`src/rtl/scrambler_pkg.sv`:
```
// Shared types and helpers for the scrambler control block.
package scrambler_pkg;

  localparam int unsigned SEED_W = 7;

  typedef enum logic [1:0] {
    StIdle,
    StLoad,
    StPass,
    StDrop
  } state_e;

  // Seed advance: hold when incr is low, otherwise +1 with 127 wrapping to 1 so 0 never appears.
  function automatic logic [SEED_W-1:0] next_seed(input logic [SEED_W-1:0] cur,
                                                  input logic              incr);
    if (!incr) begin
      return cur;
    end
    if (cur == {SEED_W{1'b1}}) begin
      return SEED_W'(1);
    end
    return cur + SEED_W'(1);
  endfunction

endpackage

```
`src/rtl/scrambler_seed_gen.sv`:
```
// Seed register for the scrambler: config writes (IDLE only, nonzero only) and per-frame advance.
module scrambler_seed_gen
  import scrambler_pkg::*;
#(
  parameter logic [SEED_W-1:0] SEED = 7'b1011101
) (
  input  logic              clk,
  input  logic              rst_n,
  input  logic              idle,
  input  logic              advance,
  input  logic              cfg_incr,
  input  logic              cfg_seed_wr,
  input  logic [SEED_W-1:0] cfg_seed,
  output logic [SEED_W-1:0] seed,
  output logic              cfg_err
);

  logic [SEED_W-1:0] seed_q, seed_d;
  logic              cfg_err_q, cfg_err_d;
  logic              wr_ok;

  // Writes and advances are mutually exclusive: writes land only in IDLE, advances only in PASS.
  always_comb begin
    wr_ok     = cfg_seed_wr && idle && (cfg_seed != '0);
    cfg_err_d = cfg_seed_wr && !wr_ok;
    seed_d    = seed_q;
    if (wr_ok) begin
      seed_d = cfg_seed;
    end else if (advance) begin
      seed_d = next_seed(seed_q, cfg_incr);
    end
  end

  // Seed and error-pulse registers.
  always_ff @(posedge clk or negedge rst_n) begin
    if (!rst_n) begin
      seed_q    <= SEED;
      cfg_err_q <= 1'b0;
    end else begin
      seed_q    <= seed_d;
      cfg_err_q <= cfg_err_d;
    end
  end

  assign seed    = seed_q;
  assign cfg_err = cfg_err_q;

endmodule

```
`src/rtl/scrambler_ctrl.sv`:
```
// Frame controller in front of a scrambler: loads a seed per frame, passes the stream through
// with zero latency and truncates frames longer than MAX_LEN beats.
// Optional statistics counters are built when SCRAMBLER_CTRL_STATS_EN is defined.
module scrambler_ctrl
  import scrambler_pkg::*;
#(
  parameter int unsigned       WIDTH   = 24,
  parameter logic [SEED_W-1:0] SEED    = 7'b1011101,
  parameter int unsigned       MAX_LEN = 256
) (
  input  logic              aclk,
  input  logic              aresetn,
  input  logic [WIDTH-1:0]  s_axis_tdata,
  input  logic              s_axis_tvalid,
  output logic              s_axis_tready,
  input  logic              s_axis_tlast,
  output logic [WIDTH-1:0]  m_axis_tdata,
  output logic              m_axis_tvalid,
  input  logic              m_axis_tready,
  output logic              m_axis_tlast,
  output logic              seed_load,
  output logic [SEED_W-1:0] seed,
  input  logic              cfg_seed_wr,
  input  logic [SEED_W-1:0] cfg_seed,
  input  logic              cfg_incr,
  output logic              cfg_err,
  output logic [15:0]       frame_count,
  output logic              overlong,
  output logic [15:0]       overlong_count
);

  localparam int unsigned CNT_W = $clog2(MAX_LEN + 1);

  state_e           state_q;
  logic [CNT_W-1:0] beat_cnt_q;
  logic             seed_load_q;
  logic             overlong_q;
  logic             accept;
  logic             last_beat;
  logic             trunc;
  logic             advance;

  // Beat bookkeeping: last_beat means the beat now on the bus would be number MAX_LEN.
  always_comb begin
    last_beat = (beat_cnt_q == CNT_W'(MAX_LEN - 1));
    accept    = (state_q == StPass) && s_axis_tvalid && m_axis_tready;
    trunc     = accept && !s_axis_tlast && last_beat;
    advance   = accept && (s_axis_tlast || last_beat);
  end

  // Handshake muxing: pass-through in PASS, sink in DROP, closed otherwise.
  always_comb begin
    s_axis_tready = 1'b0;
    m_axis_tvalid = 1'b0;
    m_axis_tlast  = 1'b0;
    m_axis_tdata  = s_axis_tdata;
    case (state_q)
      StPass: begin
        s_axis_tready = m_axis_tready;
        m_axis_tvalid = s_axis_tvalid;
        m_axis_tlast  = s_axis_tlast | last_beat;
      end
      StDrop: s_axis_tready = 1'b1;
      default: ;
    endcase
  end

  // Frame FSM with registered seed_load and overlong pulses.
  always_ff @(posedge aclk or negedge aresetn) begin
    if (!aresetn) begin
      state_q     <= StIdle;
      beat_cnt_q  <= '0;
      seed_load_q <= 1'b0;
      overlong_q  <= 1'b0;
    end else begin
      seed_load_q <= 1'b0;
      overlong_q  <= trunc;
      case (state_q)
        StIdle: begin
          if (s_axis_tvalid) begin
            state_q     <= StLoad;
            seed_load_q <= 1'b1;
            beat_cnt_q  <= '0;
          end
        end
        StLoad: state_q <= StPass;
        StPass: begin
          if (accept) begin
            beat_cnt_q <= beat_cnt_q + CNT_W'(1);
            if (s_axis_tlast) begin
              state_q <= StIdle;
            end else if (last_beat) begin
              state_q <= StDrop;
            end
          end
        end
        StDrop: begin
          if (s_axis_tvalid && s_axis_tlast) begin
            state_q <= StIdle;
          end
        end
        default: state_q <= StIdle;
      endcase
    end
  end

  assign seed_load = seed_load_q;
  assign overlong  = overlong_q;

  scrambler_seed_gen #(
    .SEED(SEED)
  ) u_seed_gen (
    .clk        (aclk),
    .rst_n      (aresetn),
    .idle       (state_q == StIdle),
    .advance    (advance),
    .cfg_incr   (cfg_incr),
    .cfg_seed_wr(cfg_seed_wr),
    .cfg_seed   (cfg_seed),
    .seed       (seed),
    .cfg_err    (cfg_err)
  );

`ifdef SCRAMBLER_CTRL_STATS_EN
  logic [15:0] frame_count_q;
  logic [15:0] overlong_count_q;

  // Completed and truncated frame counters, wrapping at 2^16.
  always_ff @(posedge aclk or negedge aresetn) begin
    if (!aresetn) begin
      frame_count_q    <= '0;
      overlong_count_q <= '0;
    end else begin
      if (advance) begin
        frame_count_q <= frame_count_q + 16'd1;
      end
      if (trunc) begin
        overlong_count_q <= overlong_count_q + 16'd1;
      end
    end
  end

  assign frame_count    = frame_count_q;
  assign overlong_count = overlong_count_q;
`else
  assign frame_count    = '0;
  assign overlong_count = '0;
`endif

endmodule

```
`config.mk`:
```
export PLATFORM = sky130hd
export DESIGN_NAME = scrambler_ctrl
export DESIGN_NICKNAME = d
export VERILOG_FILES = /design/src/rtl/scrambler_pkg.sv /design/src/rtl/scrambler_seed_gen.sv /design/src/rtl/scrambler_ctrl.sv
export SDC_FILE = /design/constraint.sdc
export NUM_CORES = 1
export LEC_CHECK = 0
export CAP_MARGIN = 15
export CORE_MARGIN = 5
export CORE_UTILIZATION = 50
export CTS_BUF_LIST = sky130_fd_sc_hd__clkbuf_8
export DETAILED_ROUTE_END_ITERATION = 10
export DONT_BUFFER_PORTS = 1
export PLACE_DENSITY = 0.72
export SLEW_MARGIN = 30
export SYNTH_ARGS = -nofsm -noshare
export SYNTH_HDL_FRONTEND = slang
export SYNTH_SLANG_ARGS = --single-unit
```
`constraint.sdc`:
```
create_clock -name aclk -period 4.7 [get_ports aclk]
set_clock_uncertainty 0.1 [all_clocks]
set_input_delay 1.175 -clock aclk [delete_from_list [all_inputs] [get_ports aclk]]
set_output_delay 1.175 -clock aclk [all_outputs]
set_load 0.005 [all_outputs]
```
### Yosys cells after proc, flatten, opt, wreduce, memory -nomap -nowiden

Index checks and enable logic that the tools add are counted.

| word-level totals | value |
|---|---|
| bits in registers | 21 |
| bits of input ports | 38 |
| output and inout bits | 69 |
| logic and storage cells | 63 |

| operators by class | value |
|---|---|
| add/subtract/negate cells | 2 |
| equal/unequal tests | 9 |
| mux-type cells | 27 |
| bitwise gates (word level) | 1 |
| reductions and logical operators | 18 |

Operators by type and width:

| cell | number |
|---|---|
| 7-bit 2-to-1 mux | 6 |
| 9-bit 2-to-1 mux | 2 |
| 9-bit case mux with 2 select lines | 1 |
| 1-bit 2-to-1 mux | 11 |
| 2-bit 2-to-1 mux | 5 |
| 9-bit by 1-bit adder with 9-bit output, second input constant | 1 |
| 9-bit by 8-bit equality test with 1-bit output, second input constant | 1 |
| 1-bit logical AND | 9 |
| 2-bit case mux with 4 select lines | 1 |
| 7-bit by 1-bit adder with 7-bit output, second input constant | 1 |
| 7-bit equality test, second input constant | 1 |
| 7-bit nonzero test | 1 |
| 2-bit != test, second input constant | 3 |
| 2-bit equality test, second input constant | 2 |
| 4-bit AND reduction | 1 |
| 2-bit nonzero test | 2 |
| 3-bit != test, second input constant | 1 |
| 3-bit AND reduction | 1 |
| 2-bit by 1-bit equality test with 1-bit output, second input constant | 1 |
| 1-bit zero test | 2 |
| 2-bit zero test | 1 |
| 1-bit case mux with 2 select lines | 1 |
| 1-bit logical OR | 1 |
| 1-bit OR | 1 |

### Longest topological paths before layout

| depth | value |
|---|---|
| depth after elaboration | 13 |
| mapped depth | 10 |
| depth with buffers taken out | 9 |

### Hierarchy

A second synthesis with hierarchy kept.

| second synthesis, totals | value |
|---|---|
| cells, all modules | 182 |
| area, all modules | 1,597.8 µm² |

Modules (own cells, without submodules):

| module | instances | cells an instance | area each (µm²) | sequential area each (µm²) |
|---|---|---|---|---|
| scrambler_ctrl | 1 | 129 | 1,131.1 | 325.3 |
| scrambler_seed_gen | 1 | 53 | 466.7 | 206.4 |

### Least setup slack after synthesis

Ideal clock, no wire load.

| timing path | value |
|---|---|
| path kind | input -> output |
| start point | input port s_axis_tlast |
| end point | output port m_axis_tlast |
| data arrival time | 1.420 ns |
| data required time | 3.425 ns |
| setup slack | 2.005 ns |
| stages | 2 |
| cells stage by stage | nor2_1 > nor3b_1 |

| between the ends | value |
|---|---|
| longest elaborated chain between the ends | 2 |

Ends and longest elaborated chain:

| what | RTL line | text |
|---|---|---|
| start, declared | scrambler_ctrl.sv:16 | `input logic s_axis_tlast,` |
| 1-bit OR | scrambler_ctrl.sv:61 | `m_axis_tlast = s_axis_tlast \| last_beat;` |
| 1-bit 2-to-1 mux | scrambler_ctrl.sv:57 | `case (state_q)` |
| end, declared | scrambler_ctrl.sv:20 | `output logic m_axis_tlast,` |

Every way passes these cells.

### Final worst setup path

| timing path | value |
|---|---|
| start point | register beat_cnt_q[0] |
| end point | output port m_axis_tlast |

| between the ends | value |
|---|---|
| longest elaborated chain between the ends | 3 |

Ends and longest elaborated chain:

| what | RTL line | text |
|---|---|---|
| start, declared | scrambler_ctrl.sv:35 | `logic [CNT_W-1:0] beat_cnt_q;` |
| start signal, assigned | scrambler_ctrl.sv:89 | `beat_cnt_q <= beat_cnt_q + CNT_W'(1);` |
| 9-bit by 8-bit equality test with 1-bit output | scrambler_ctrl.sv:45 | `last_beat = (beat_cnt_q == CNT_W'(MAX_LEN - 1));` |
| 1-bit OR | scrambler_ctrl.sv:61 |  |
| 1-bit 2-to-1 mux | scrambler_ctrl.sv:57 |  |

Every way passes these cells.

==> flow_metrics.py <==
metrics = {
    "power_and_ir_drop": {
        "power.internal_uw": 388,
        "clock_power_share": 0.189,
        "power.density_nw_per_um2": 448,
        "switching_share": 0.378,
        "power_frac_seq": 0.537,
        "total_power_uw": 623,
        "switching_power_uw": 235,
        "p_leak_uw": 0.000588,
        "p_comb_frac": 0.275,
        "peakVddDrop_mv": 0.140,
    },
    "place": {
        "port_buffers": 0,
        "dp.cells": 188,
        "hpwlAfterDp_um": 2380,
        "gp_congestion": 0.818,
        "place_ws_ps": 1860,
    },
    "synth": {
        "synthFlopType": "dfrtp_1",
        "synth_mux_area_frac": 0.0131,
        "syn_area_per_cell_um2": 9.33,
        "yosysWarnings": 0,
        "ys_seq_elements": 21,
        "synth_xor_xnor_area_share": 0.0162,
        "seq_area_frac_synth": 0.328,
        "syn_inst": 174,
        "synthArstFlopShare": 1.00,
        "syn_area_um2": 1620,
        "synth_cell_types": 49,
        "synth-simple-area-share": 0.182,
        "synth-compound-area-share": 0.153,
        "synthAdderAreaFrac": 0.0231,
        "synth-edff-count": 0,
        "synth_top_family_by_area": "buffers and inverters",
    },
    "finish": {
        "final_common_cell": "conb_1",
        "area_growth_pct": -14.3,
        "nets": 190,
        "fin_cells": 192,
        "diodes": 0,
        "final_cell_mix": "conb_1 (32), dfrtp_1 (16), nand2_1 (12), nand3_1 (7), nor2_1 (6)",
        "drive_above_1_share": 0.101,
    },
    "clocking": {
        "insertion_delay_ps": 260,
        "cts_setup_buffers": 0,
        "cts_hold_buf": 0,
        "cts_buffer_depth": 2,
        "cts_tree": "built",
        "path_clk_slew_ps": 80,
        "clock-sinks": 21,
        "post_cts_resized": 0,
        "cts_buffers": 3,
        "ctsHtreeMaxLevel": 1,
        "root_buffer": "clkbuf_8",
    },
    "sta": {
        "slew_viol_final": 0,
        "setup_violations": 0,
        "slew-limit-headroom": 0.468,
        "fin_crit_sh": 0.654,
        "clock.fmax_mhz": 325,
        "worst_pin_slew_ps": 796,
        "layout_setup_ws_ps": 1620,
        "finalCriticalPeriod_ps": 3080,
        "tns_ps": 0,
        "grt_setup_unrepaired": "false",
        "finalHoldViolations": 0,
        "hold_slack_ps": 381,
    },
    "global_routing": {
        "grt_antenna_before_repair": 0,
        "grt_pass1_wl_um": 4640,
        "globalRouteTotalUtil": 0.138,
        "grt-ovfl-total": 0,
        "first_global_vias": 963,
        "grt_max_degree": 22,
    },
    "worst_hold_path": {
        "min_path_type": "reg -> reg",
    },
    "floorplanning": {
        "io-pin-count": 107,
        "row_count": 20,
        "fp.coreArea_um2": 3080,
        "dieArea_um2": 4480,
        "die_w_um": 67.0,
        "start_util": 0.527,
        "die_h_um": 67.0,
    },
    "critical_path": {
        "end_kind": "output port",
        "critPathMaxStageDelay_ps": 410,
        "cp_top_family": "simple AND/OR/NAND/NOR gates",
        "critPathLaunchType": "flop",
        "crit_chain": "ha_1, nand2_1, nor2_1, and3_1, ha_1, nor2_1, nor3b_1",
        "slowest_stage": "dfrtp_1",
        "cp.required_ps": 3420,
        "worst-path-buf-inv": 0,
        "critPathArrivalTime_ps": 1800,
        "crit_type": "reg -> out",
        "path_max_fanout": 5,
    },
    "route": {
        "vias": 1026,
        "drc": 0,
        "ant_nets": 0,
        "wire_per_inst_um": 15.8,
        "wirelength_um": 3020,
        "post_drt_via_cell_ratio": 5.34,
        "first_iter_violations": 58,
        "drtPass1Iterations": 4,
    },
    "status": {
        "status": "finished clean",
    },
    "run": {
        "cap_violations": 0,
    },
}
[layer usage]
layer | up-vias | routed length, um | track usage
li1 | 474 | - | -
met3 | 30 | 341 | 0.0354
met4 | 0 | 158 | 0.109
met2 | 59 | 1370 | 0.214
met5 | - | 0 | 0
met1 | 463 | 1150 | 0.158
[layout make-up]
type | count | area [um^2]
Fill cell | 302 | 1690
Multi-Input combinational cell | 121 | 749
Sequential cell | 21 | 532
Tap cell | 44 | 55.1
Clock buffer | 3 | 41.3
Inverter | 2 | 7.51
Clock inverter | 1 | 5.00
[state kept, by name (all words and copies together) (netlist names)]
register,flops
u_seed_gen.cfg_err,1
state_q,2
overlong,1
seed_load,1
beat_cnt_q,9
u_seed_gen.seed,7
[final timing paths]
path	start	end	slack [ps]	cells after the start
max in group asynchronous	aresetn	u_seed_gen.seed[2]$_DFFE_PN1P_	3830	0
min	beat_cnt_q[8]$_DFFE_PN0P_	beat_cnt_q[8]$_DFFE_PN0P_	380	2
max	beat_cnt_q[0]$_DFFE_PN0P_	m_axis_tlast	1620	7
min reg2reg	beat_cnt_q[8]$_DFFE_PN0P_	beat_cnt_q[8]$_DFFE_PN0P_	380	2
max reg2reg	beat_cnt_q[0]$_DFFE_PN0P_	u_seed_gen.seed[1]$_DFFE_PN0P_	2130	9
min in group asynchronous	aresetn	beat_cnt_q[8]$_DFFE_PN0P_	500	0
[metrics by stage]
stage | utilization | cell area (um^2)
detailed placement | 0.437 | 1340
global placement | 0.437 | 1340
CTS | 0.452 | 1390
global route | 0.452 | 1390
floorplan | - | 1740
finish | 0.452 | 1390
[worst reg2reg max path: stages, from the launching register on]
cell and delay [ps]:
dfrtp_1 410, ha_1 220, nand2_1 80, nor2_1 140, and3_1 190, ha_1 190
nor2_1 70, nand3b_1 460, and3_1 360, a221o_1 250
[synth_stat cells (2+ instances only)]
| library cell | number | area share |
|---|---|---|
| nand2_1 | 12 | 0.028 |
| nor3b_1 | 3 | 0.014 |
| nor2_1 | 6 | 0.014 |
| o31ai_1 | 2 | 0.0092 |
| ha_1 | 3 | 0.023 |
| o21ai_1 | 3 | 0.0092 |
| a31oi_1 | 2 | 0.0077 |
| nand3_1 | 7 | 0.022 |
| a21oi_1 | 5 | 0.015 |
| dfrtp_1 | 16 | 0.25 |
| and3_1 | 4 | 0.015 |
| nor3_1 | 2 | 0.0062 |
| a21o_1 | 2 | 0.0092 |
| inv_1 | 2 | 0.0046 |
| nand3b_1 | 2 | 0.0092 |
| o211ai_1 | 2 | 0.0092 |
| nand4b_1 | 2 | 0.011 |
| buf_4 | 56 | 0.26 |
| o21ai_0 | 3 | 0.0092 |
| xor2_1 | 2 | 0.011 |
| buf_2 | 3 | 0.0092 |
| dfstp_2 | 5 | 0.081 |
| o21a_1 | 2 | 0.0092 |
| nand4_1 | 3 | 0.012 |
[power groups by stage]
stage                     Sequential (uW)  Combinational, uW  Clock (uW)
final                                 334                171         118
after global routing                  346                194         129
after CTS                             334                172         122
after detailed placement              337                172           0
after global placement                335                165           0
after floorplan                       298                207           0
[cell families after synthesis]
| kind of cell | Yosys count |
|---|---|
| other cells | 1 |
| buf+inv | 63 |
| simple gates | 50 |
| flops | 21 |
| compound gates | 31 |
| fa+ha+maj | 3 |
| xor+xnor | 3 |
| mux | 2 |
Power figures use the tool's default switching activity.
==> RTL edit: new RTL, same flow settings <==
Re-encode `state_e` (4 states) as one-hot, 4 bits wide.
--- a/src/rtl/scrambler_pkg.sv
+++ b/src/rtl/scrambler_pkg.sv
@@ -4,9 +4,9 @@
   localparam int unsigned SEED_W = 7;
 
-  typedef enum logic [1:0] {
-    StIdle,
-    StLoad,
-    StPass,
-    StDrop
+  typedef enum logic [3:0] {
+    StIdle = 4'b0001,
+    StLoad = 4'b0010,
+    StPass = 4'b0100,
+    StDrop = 4'b1000
   } state_e;
 
Formal check against the unedited RTL: same outputs for any inputs over 10 cycles, from zero or initial values and one cycle with aresetn low; not proved beyond that.
==> RTL edit against the original RTL <==
Synthesized area rose by 7.6%; total power rose by 2.6%; first-iteration DRC count fell by 40%; cell area rose by 10%; core utilization rose by 0.41 points; sequential cell count rose by 2; routed wire length rose by 9.4%; die area rose by 6.4%; highest routed layer unchanged; worst setup slack got worse by 0.34 ns; largest power group unchanged.
==> RTL edit: results (changes against the original RTL) <==
[layout]
diodes=0  ; unchanged
nets=210  ; +11%
fillers=324  ; +7.3%
largest_reg_flops=9  ; unchanged
top_register=beat_cnt_q
drive_above_1_share_pct=11.3  ; +1.2 points

[timing]
finalMaxSlewViolations=0  ; unchanged
tightest_slew_ns=0.548  ; -0.248 ns
hold_slack_ns=0.396  ; +0.0148 ns

[setup_path]
slowest_delay_ns=0.41  ; about the same
rr_worst_depth=9  ; unchanged
worst_r2r_endpoint=u_seed_gen.seed[1]$_DFFE_PN0P_
arrival_ns=2.14  ; +0.34 ns
ff2ff_setup_slack_ns=2.12
cpMaxStageDelayCell=dfrtp_1
reg2reg_from=beat_cnt_q[0]$_DFFE_PN0P_
crit_fanout=5  ; unchanged

[yosys]
synth-edff-count=0  ; unchanged
yosys-top-cells-count=56 x buf_4, 17 x dfrtp_1, 15 x nand2_1
synth_ff_type=dfrtp_1
synth_seq_area_share_pct=33.4  ; +0.64 points
syn_area_per_cell_sq_um=9.19  ; -1.5%
synth_area_leaders=dfrtp_1 24%, buf_4 24%, dfstp_2 9.0%, nand2_1 3.2%, nor4_4 2.4%
synth_warnings=0  ; unchanged
synthArstFlopShare_pct=100  ; unchanged
ys_types=51  ; +4.1%

[clock_tree]
cts_buffer_depth=2  ; unchanged
clk_pin_slew_ns=0.08  ; about the same
cts_setup_buffers=0  ; unchanged
insertion_delay_ns=0.26  ; about the same
cts_buffers=3  ; unchanged
cts_resized=0  ; unchanged
cts_root_buf=clkbuf_8
htree_levels=1  ; unchanged

[power]
ir_drop_mv=0.150  ; +7.1%
cellLeakagePower_uw=0.000682  ; +16%

[placed_design]
pre_cts_slack_ns=1.59  ; -0.263 ns
port_buffers=0  ; unchanged
dp.cells=210  ; +12%
hpwl_um=2590  ; +8.9%
gp_congestion=0.917  ; +12%

[route]
drt_iter0_drc=35  ; -40%
wl_um=3310  ; +9.4%
vias_per_cell=5.54  ; +3.6%
first_pass_iters=4  ; unchanged
vias=1185  ; +15%

[global_routing]
grt_pass1_vias=1108  ; +15%
antenna_found_initial=0  ; unchanged
grt_max_degree=24  ; +9.1%
grtUsageTotal_pct=13.6  ; -0.14 points
grt_pass1_wl_um=5370  ; +16%

[min_path]
holdPathStages=1  ; -1
hold_class=flip-flop to flip-flop
hold_path.startpoint=beat_cnt_q[7]$_DFFE_PN0P_
min_to=beat_cnt_q[7]$_DFFE_PN0P_

[status]
outcome=finished, final reports clean

-- RTL edit: cell count changes after synthesis, moves of 3 or more --
cell	before	now
buf_2	3	0
nand2_1	12	15
o21ai_0	3	8
o21ai_1	3	0
nor2_1	6	10
and2_1	1	5
inv_1	2	5
-- RTL edit: layout make-up --
cell class              instances  area [sq um]  area share (%)
flip-flops and latches         23           583            38.0
clock buffers                   3          41.3            2.69
well taps                      46          57.6            3.76
multi-input cells             136           828            54.0
clock inverters                 1          3.75           0.245
inverters                       5          18.8            1.22
-- RTL edit: through the flow --
| stage | area, sq um | total power [uW] |
|---|---|---|
| 6_report | 1530 | 639 |
| 5_1_grt | 1530 | 683 |
| 4_1_cts | 1530 | 639 |
| 3_5_place_dp | 1490 | 522 |
| 3_3_place_gp | 1490 | 516 |
| 2_1_floorplan | 1860 | 510 |
-- RTL edit: worst max-delay path by stage --
stage          cells past startpoint            to                       from  slack, ns
2_1_floorplan                      7  m_axis_tlast  beat_cnt_q[0]$_DFFE_PN0P_       1.73
3_3_place_gp                       7  m_axis_tlast  beat_cnt_q[0]$_DFFE_PN0P_       1.62
3_5_place_dp                       7  m_axis_tlast  beat_cnt_q[0]$_DFFE_PN0P_       1.59
4_1_cts                            7  m_axis_tlast  beat_cnt_q[0]$_DFFE_PN0P_       1.30
5_1_grt                            7  m_axis_tlast  beat_cnt_q[0]$_DFFE_PN0P_       1.19
6_report                           7  m_axis_tlast  beat_cnt_q[0]$_DFFE_PN0P_       1.29
-- RTL edit: worst max-delay path, delay by kind of cell (launching register included) --
family	cells	cell delay, ns
simple gates	5	1.06
flops	1	0.41
fa+ha+maj	2	0.43
-- RTL edit: cells by family (layout without fill, tap and decap cells) --
logic type      count (synthesis)  in the layout  share of synthesized area, %
compound gates                 33             33                          13.3
xor+xnor                        3              3                          1.51
fa+ha+maj                       3              3                          2.15
buf+inv                        62              9                          25.8
flops                          23             23                          33.4
mux                             3              3                          1.79
other cells                     1             32                         0.215
simple gates                   62             62                          21.8
-- RTL edit: layer usage --
metal / vias to the layer above / share of wire [%] / global-route usage, %
met1: 568 / 39 / 15.5
met4: 0 / 2.8 / 7.59
li1: 544 / - / -
met5: - / 0 / 0
met3: 13 / 8.9 / 2.62
met2: 60 / 50 / 23.6
-- RTL edit: power breakdown --
part | total [uW] | internal (uW) | switching, uW
Combinational | 188 | 82.6 | 105
Sequential | 333 | 265 | 68.5
Clock | 118 | 58.2 | 60.0
Total | 639 | 405 | 234
